[src/rtl/rx_byte_assembler_if.sv]
// Byte-stream bus of the receive byte assembler: byte strobe and abort from
// the receiver side, assembled word and frame status back out.
interface rx_byte_assembler_if;
    logic [7:0]   byte_data;
    logic         byte_valid;
    logic         clear;
    logic [127:0] rx_data;
    logic         reg_enable;
    logic [4:0]   byte_count;
    logic         busy;
    logic         frame_error;

    modport master (
        output byte_data, byte_valid, clear,
        input  rx_data, reg_enable, byte_count, busy, frame_error
    );

    modport slave (
        input  byte_data, byte_valid, clear,
        output rx_data, reg_enable, byte_count, busy, frame_error
    );
endinterface

[src/rtl/rx_byte_assembler.sv]
// Collects 16 received bytes MSB-first into a 128-bit word for the key register
// stage, aborting partial frames on clear or after an idle timeout.
module rx_byte_assembler #(
    parameter int TIMEOUT_CYCLES = 1000
) (
    input  logic                clk,
    input  logic                rst,
    rx_byte_assembler_if.slave  bus
);
    typedef enum logic [1:0] {IDLE, COLLECT, DONE} state_t;

    localparam logic [15:0] TIMEOUT_LAST = 16'(TIMEOUT_CYCLES - 1);

    state_t         state_reg, state_next;
    // Holds the 15 bytes preceding the last one; the 16th byte goes straight into rx_data.
    logic [119:0]   shift_reg, shift_next;
    logic [127:0]   rx_data_reg, rx_data_next;
    logic [4:0]     count_reg, count_next;
    logic [15:0]    timer_reg, timer_next;
    logic           reg_enable_reg, reg_enable_next;
    logic           busy_reg, busy_next;
    logic           frame_error_reg, frame_error_next;

    always_ff @(posedge clk or posedge rst) begin
        if (rst) begin
            state_reg       <= IDLE;
            shift_reg       <= '0;
            rx_data_reg     <= '0;
            count_reg       <= '0;
            timer_reg       <= '0;
            reg_enable_reg  <= 1'b0;
            busy_reg        <= 1'b0;
            frame_error_reg <= 1'b0;
        end else begin
            state_reg       <= state_next;
            shift_reg       <= shift_next;
            rx_data_reg     <= rx_data_next;
            count_reg       <= count_next;
            timer_reg       <= timer_next;
            reg_enable_reg  <= reg_enable_next;
            busy_reg        <= busy_next;
            frame_error_reg <= frame_error_next;
        end
    end

    always_comb begin
        state_next       = state_reg;
        shift_next       = shift_reg;
        rx_data_next     = rx_data_reg;
        count_next       = count_reg;
        timer_next       = timer_reg;
        reg_enable_next  = 1'b0;
        frame_error_next = 1'b0;

        if (bus.clear) begin
            state_next = IDLE;
            count_next = '0;
            timer_next = '0;
        end else if (bus.byte_valid) begin
            shift_next = {shift_reg[111:0], bus.byte_data};
            timer_next = '0;
            if (state_reg == COLLECT && count_reg == 5'd15) begin
                rx_data_next    = {shift_reg, bus.byte_data};
                reg_enable_next = 1'b1;
                count_next      = '0;
                state_next      = DONE;
            end else if (state_reg == COLLECT) begin
                count_next = count_reg + 5'd1;
            end else begin
                // From IDLE or DONE this byte starts a new frame.
                state_next = COLLECT;
                count_next = 5'd1;
            end
        end else begin
            case (state_reg)
                COLLECT: begin
                    if (timer_reg == TIMEOUT_LAST) begin
                        state_next       = IDLE;
                        count_next       = '0;
                        timer_next       = '0;
                        frame_error_next = 1'b1;
                    end else begin
                        timer_next = timer_reg + 16'd1;
                    end
                end
                DONE:    state_next = IDLE;
                default: state_next = IDLE;
            endcase
        end

        busy_next = (state_next == COLLECT);
    end

    assign bus.rx_data     = rx_data_reg;
    assign bus.reg_enable  = reg_enable_reg;
    assign bus.byte_count  = count_reg;
    assign bus.busy        = busy_reg;
    assign bus.frame_error = frame_error_reg;
endmodule

[src/flat_wrapper.sv]
// flat-port wrapper written by rule: the top's interface ports become plain ports
module rx_byte_assembler_flat 
#(
    parameter int TIMEOUT_CYCLES = 1000
)
  (clk, rst, bus_byte_data, bus_byte_valid, bus_clear, bus_rx_data, bus_reg_enable, bus_byte_count, bus_busy, bus_frame_error);
  rx_byte_assembler_if bus_i ();
  input  logic clk;
  input  logic rst;
  input wire logic [$bits(bus_i.byte_data)-1:0] bus_byte_data;
  input wire logic [$bits(bus_i.byte_valid)-1:0] bus_byte_valid;
  input wire logic [$bits(bus_i.clear)-1:0] bus_clear;
  output wire logic [$bits(bus_i.rx_data)-1:0] bus_rx_data;
  output wire logic [$bits(bus_i.reg_enable)-1:0] bus_reg_enable;
  output wire logic [$bits(bus_i.byte_count)-1:0] bus_byte_count;
  output wire logic [$bits(bus_i.busy)-1:0] bus_busy;
  output wire logic [$bits(bus_i.frame_error)-1:0] bus_frame_error;
  assign bus_i.byte_data = bus_byte_data;
  assign bus_i.byte_valid = bus_byte_valid;
  assign bus_i.clear = bus_clear;
  assign bus_rx_data = bus_i.rx_data;
  assign bus_reg_enable = bus_i.reg_enable;
  assign bus_byte_count = bus_i.byte_count;
  assign bus_busy = bus_i.busy;
  assign bus_frame_error = bus_i.frame_error;
  rx_byte_assembler #(.TIMEOUT_CYCLES(TIMEOUT_CYCLES)) u_core (.clk(clk), .rst(rst), .bus(bus_i));
endmodule
[config.mk]
export PLATFORM = sky130hd
export DESIGN_NAME = rx_byte_assembler_flat
export DESIGN_NICKNAME = d
export VERILOG_FILES = /design/src/rtl/rx_byte_assembler_if.sv /design/src/rtl/rx_byte_assembler.sv /design/src/flat_wrapper.sv
export SDC_FILE = /design/constraint.sdc
export NUM_CORES = 1
export LEC_CHECK = 0
export CAP_MARGIN = 30
export CORE_UTILIZATION = 35
export DETAILED_ROUTE_END_ITERATION = 12
export GPL_TIMING_DRIVEN = 0
export PLACE_DENSITY = 0.64
export RECOVER_POWER = 25
export SYNTH_ARGS = -nofsm -noshare
export SYNTH_HDL_FRONTEND = slang
export SYNTH_SLANG_ARGS = --single-unit
[constraint.sdc]
create_clock -name clk -period 11 [get_ports clk]
set_clock_uncertainty 0.05 [all_clocks]
set_input_delay 1.1 -clock clk [delete_from_list [all_inputs] [get_ports clk]]
set_output_delay 1.1 -clock clk [all_outputs]
set_load 0.1 [all_outputs]
==> results.md <==
- The final-stage net count is 857.
- The layout overhead on the synthesized area is 30.52%.
- The number of enable-type register cells in the synthesized netlist is 0.
- The maximum resistive drop on vdd is 110.7 uV.
- Together, buffers and inverters on the worst path number 2.
- After Yosys synthesis, full adders, half adders and majority gates account for 0.3572% of the synthesized area.
- The total power consumption of the routed design is 2.683 mW.
- The final-report setup violation count is 0.
- In the post-synthesis netlist, the cell with the most instances is sky130_fd_sc_hd__dfrtp_1.
- The path class of the tightest hold or removal check is flip-flop to flip-flop.
- Summed over its instances, the top area cell type makes up 65.25% of the synthesized netlist area.
- For this run, the top clock speed supported by timing is 237.8 MHz.
- The worst hold path depth is 1.
- The setup slack after layout is 6795 ps.
- Of the total synthesized cell area, the portion taken by AND, OR, NAND and NOR gates is 2.774%.
- TritonCTS built the clock tree.
- With fillers left out, the area of the finished cells amounts to 0.01371 mm^2.
- The cell with the largest stage delay on the worst path is sky130_fd_sc_hd__clkinvlp_2.
- In this run the vertical extent of the chip is 175.3 um.
- Once the clock tree was built, the resizer swapped 0 gates to a different size.
- The static power due to leakage is 6.252 nW.
- The number of different library cells in the post-synthesis netlist is 44.
- The number of top-level design ports is 148.
- After the first detailed-routing iteration, the DRC count stood at 264.
- Among cell families on the critical path, the largest total delay comes from buffers and inverters.
- The clock latency on the worst-skew pair is 550 ps.
- Once the floorplan was initialized, standard cells occupied 35.55% of the core.
- The number of diodes added for antenna fixing is 0.
- The overall via count from detail_route is 5880.
- Prior to clock tree synthesis, the placed netlist has a worst setup slack of 7656 ps.
- The Yosys warning count is 0.
- In this run the critical register-to-register path is captured at u_core.bus.rx_data[1]$_DFFE_PP0P_.
- For the worst flop-to-flop path, the logic depth is 8.
- For this run, design rule violations remaining after detail routing come to 0.
- Dividing total power by cell area gives a power density of 195.6 mW/mm^2.
- Synthesis produced a netlist with a net count of 672.
- Of the total synthesized cell area, the portion taken by XOR and XNOR cells is 0.9169%.
- STA classifies the critical path endpoint as an asynchronous set/reset pin.
- Buffers placed on the I/O ports in this run total 147.
- The global placement routability congestion is 0.8003.
- Entering global routing, the biggest net connects 102 pins.
- Clock tree synthesis found a total of 274 sinks.
- The register-to-register setup slack is 8570 ps.
- After synthesis the cells add up to 0.01051 mm^2.
- The post-route fraction of the period consumed by the critical path is 38.23%.
- STA puts the critical path data required time at 10870 ps.
- By count the netlist is led by sky130_fd_sc_hd__dfrtp_1, sky130_fd_sc_hd__mux2_2, sky130_fd_sc_hd__buf_2, sky130_fd_sc_hd__nor2_1, sky130_fd_sc_hd__buf_4.
- The number of detailed-routing iterations run before antenna repair is 4.
- The number of clock buffers added by TritonCTS is 30.
- Summing the areas of all compound-gate instances in the mapped netlist gives 1.989% of the synthesized area.
- Setup repair after global routing left no endpoint under its margin.
- At the pin with the least slew margin, the transition time is 4200 ps.
- Buffers added to address setup during post-CTS repair amount to 0.
- The total cell area at the placement stage is 0.01261 mm^2.
- The endpoint with the worst hold slack is u_core.bus.rx_data[65]$_DFFE_PP0P_.
- The initial antenna violation count came to 0.
- The critical path goes through dlygate4sd3_1 -> clkinvlp_2.
- The final routed wire length divided by cell count is 16.88 um.
- The biggest area consumer among synthesized cells is sky130_fd_sc_hd__dfrtp_1.
- The final-layout setup total negative slack is 0 ps.
- Clock tree synthesis selected as its root buffer the cell sky130_fd_sc_hd__clkbuf_16.
- The floorplan step set the die width to 175.3 um.
- The checks that failed: capacitance limit, slew limit.
- On the worst path, the slowest cell contributes a delay of 2360 ps.
- The count of nets left with antenna violations once routing finished came out at 0.
- The worst min-delay path startpoint is u_core.bus.rx_data[65]$_DFFE_PP0P_.
- The fraction of registers with async set or reset after synthesis is 100.0%.
- The signal arrival time at the worst endpoint is 4080 ps.
- Of the synthesized area, sequential elements account for 65.25%.
- After synthesis the netlist holds a flip-flop and latch count of 274.
- The hold violation count in the final report was 0.
- Across every metal layer, demand over resource in global routing totals 14.25%.
- The combinational family with the most area after synthesis is multiplexers.
- Across the run, the number of max-cap violations was 1.
- The primary flip-flop cell chosen by synthesis mapping is sky130_fd_sc_hd__dfrtp_1.
- The number of buffers added to fix hold violations after cts is 0.
- The wire-length estimate of the detail-placed layout is 14390 um.
- The timing startpoint of the critical path is rst.
- The number of standard-cell rows in the floorplan is 63.
- The worst-case clock buffer depth is 3.
- The number of global-route vias before repair was 6200.
- For this block, the routed nets add up to 21200 um of wire.
- The floorplan step defined a core boundary enclosing 0.02956 mm^2.
- The number of instances in the placed design is 1199.
- The H-tree depth reported by CTS is 1.
- The flip-flop count of the largest register after layout is 128.
- Ranked by total cell area, the synthesized netlist is headed by sky130_fd_sc_hd__dfrtp_1, sky130_fd_sc_hd__mux2_2, sky130_fd_sc_hd__mux2_1.
- The clock-pin slew on the worst setup and hold paths is 60 ps.
- The first-pass GRT wire length is 34930 um.
- The setup path with the least slack is of type input port to asynchronous set/reset pin.
- The total congestion overflow is 0.
- The run finished, with violations left.
- The kind of start point of the critical path is an input port.
- In this run the worst path has a maximum fanout of 91.
- The post-route minimum period is 4205 ps.
- In this run the tightest slew margin relative to its limit is -181.5%.
- The layout cell share with drive strength beyond 1 is 38.68%.
- The multiplexer share of the synthesized area is 26.67%.
- The die area is 0.03072 mm^2.
- The average cell area after synthesis is 15.99 um^2.
- After technology mapping, the gate count stands at 657.
- The final number of max-transition violations was 90.
- Once layout is complete, the cells apart from fillers number 1256.
- The startpoint identified for the worst register-to-register timing path is u_core.bus.byte_count[0]$_DFFE_PP0P_.
- The via density per instance is 4.682.
-- layout make-up --
class | instances | area, um^2
plain buffers | 32 | 191.4
clock buffers | 36 | 783.3
clock inverters | 20 | 297.8
fillers | 2667 | 15850
inverters | 6 | 23.77
multi-input cells | 345 | 3437
flip-flops and latches | 274 | 6857
well taps | 390 | 488.0
repair buffers | 153 | 1637
-- cell families (layout without fill, tap and decap cells) --
| group | count (synthesis) | in the layout |
|---|---|---|
| flops | 274 | 274 |
| mux | 249 | 249 |
| simple gates | 52 | 52 |
| buf+inv | 38 | 247 |
| compound gates | 30 | 30 |
| xor+xnor | 11 | 11 |
| fa+ha+maj | 3 | 3 |
-- cell usage in the layout (no fill, tap or decap), types with 2 or more instances in the layout --
master                            synthesis  final
sky130_fd_sc_hd__clkinvlp_4               0      3
sky130_fd_sc_hd__dlygate4sd3_1            0      2
sky130_fd_sc_hd__clkbuf_1                 1      6
sky130_fd_sc_hd__nor3_1                   3      3
sky130_fd_sc_hd__inv_1                    6      5
sky130_fd_sc_hd__buf_16                   0      6
sky130_fd_sc_hd__ha_1                     3      3
sky130_fd_sc_hd__clkbuf_16                0     30
sky130_fd_sc_hd__xnor2_1                 10     10
sky130_fd_sc_hd__nor2_1                  16     16
sky130_fd_sc_hd__buf_2                   18     18
sky130_fd_sc_hd__o21ai_0                  4      4
sky130_fd_sc_hd__o31ai_1                  3      3
sky130_fd_sc_hd__nand2_1                  7      7
sky130_fd_sc_hd__dfrtp_1                274    274
sky130_fd_sc_hd__a21oi_1                  7      7
sky130_fd_sc_hd__clkinv_2                 0      8
sky130_fd_sc_hd__clkdlybuf4s50_1          0    145
sky130_fd_sc_hd__nand3_1                  5      5
sky130_fd_sc_hd__bufinv_16                0      7
sky130_fd_sc_hd__a22o_1                   2      2
sky130_fd_sc_hd__mux2_2                 239    239
sky130_fd_sc_hd__a211oi_1                 3      3
sky130_fd_sc_hd__or4_1                    3      3
sky130_fd_sc_hd__buf_4                   13     13
sky130_fd_sc_hd__mux2_1                   9      9
sky130_fd_sc_hd__nand4_1                  4      4
sky130_fd_sc_hd__a2111oi_0                4      4
-- routing by layer --
metal	wire (um)	GRT usage [%]	vias to the layer above	part of all wire (%)
li1	-	-	2717	-
met1	9826	19.89	3014	46
met2	9984	22.59	114	47
met3	1044	3.074	35	4.9
met4	342	3.514	0	1.6
met5	0	0	-	0
-- stage by stage --
stage | utilization [%] | hold WS [ps]
finish | 46.40 | 438.9
global route | 46.40 | 455.5
CTS | 46.32 | 443.1
detailed placement | 42.67 | 425.9
global placement | 42.18 | 420.4
floorplan | - | 423.6
-- report_power, final --
group / switching (mW) / internal, mW
logic: 0.0917 / 0.159
clock network: 0.407 / 0.673
registers: 0.153 / 1.20
total: 0.651 / 2.03
-- worst register-to-register path, delay by kind of cell, from the launching register on --
family / cells / cell delay (ps)
adder cells (fa/ha/maj): 2 / 400
multiplexers: 1 / 360
buffers and inverters: 2 / 590
flip-flops: 1 / 430
AND/OR/NAND/NOR: 3 / 480
-- worst max path at each step --
stage,end,slack (ps),cells after the start
final,u_core.bus.rx_data[89]$_DFFE_PP0P_,6790,2
after global routing,u_core.bus.rx_data[89]$_DFFE_PP0P_,6040,2
after CTS,bus_byte_count[0],7670,1
after detailed placement,u_core.shift_reg[53]$_DFFE_PP0P_,7660,6
after global placement,u_core.bus.rx_data[104]$_DFFE_PP0P_,-1340,2
after floorplan,u_core.bus.busy$_DFF_PP0_,2300,1
(Power assumes the default switching activity.)
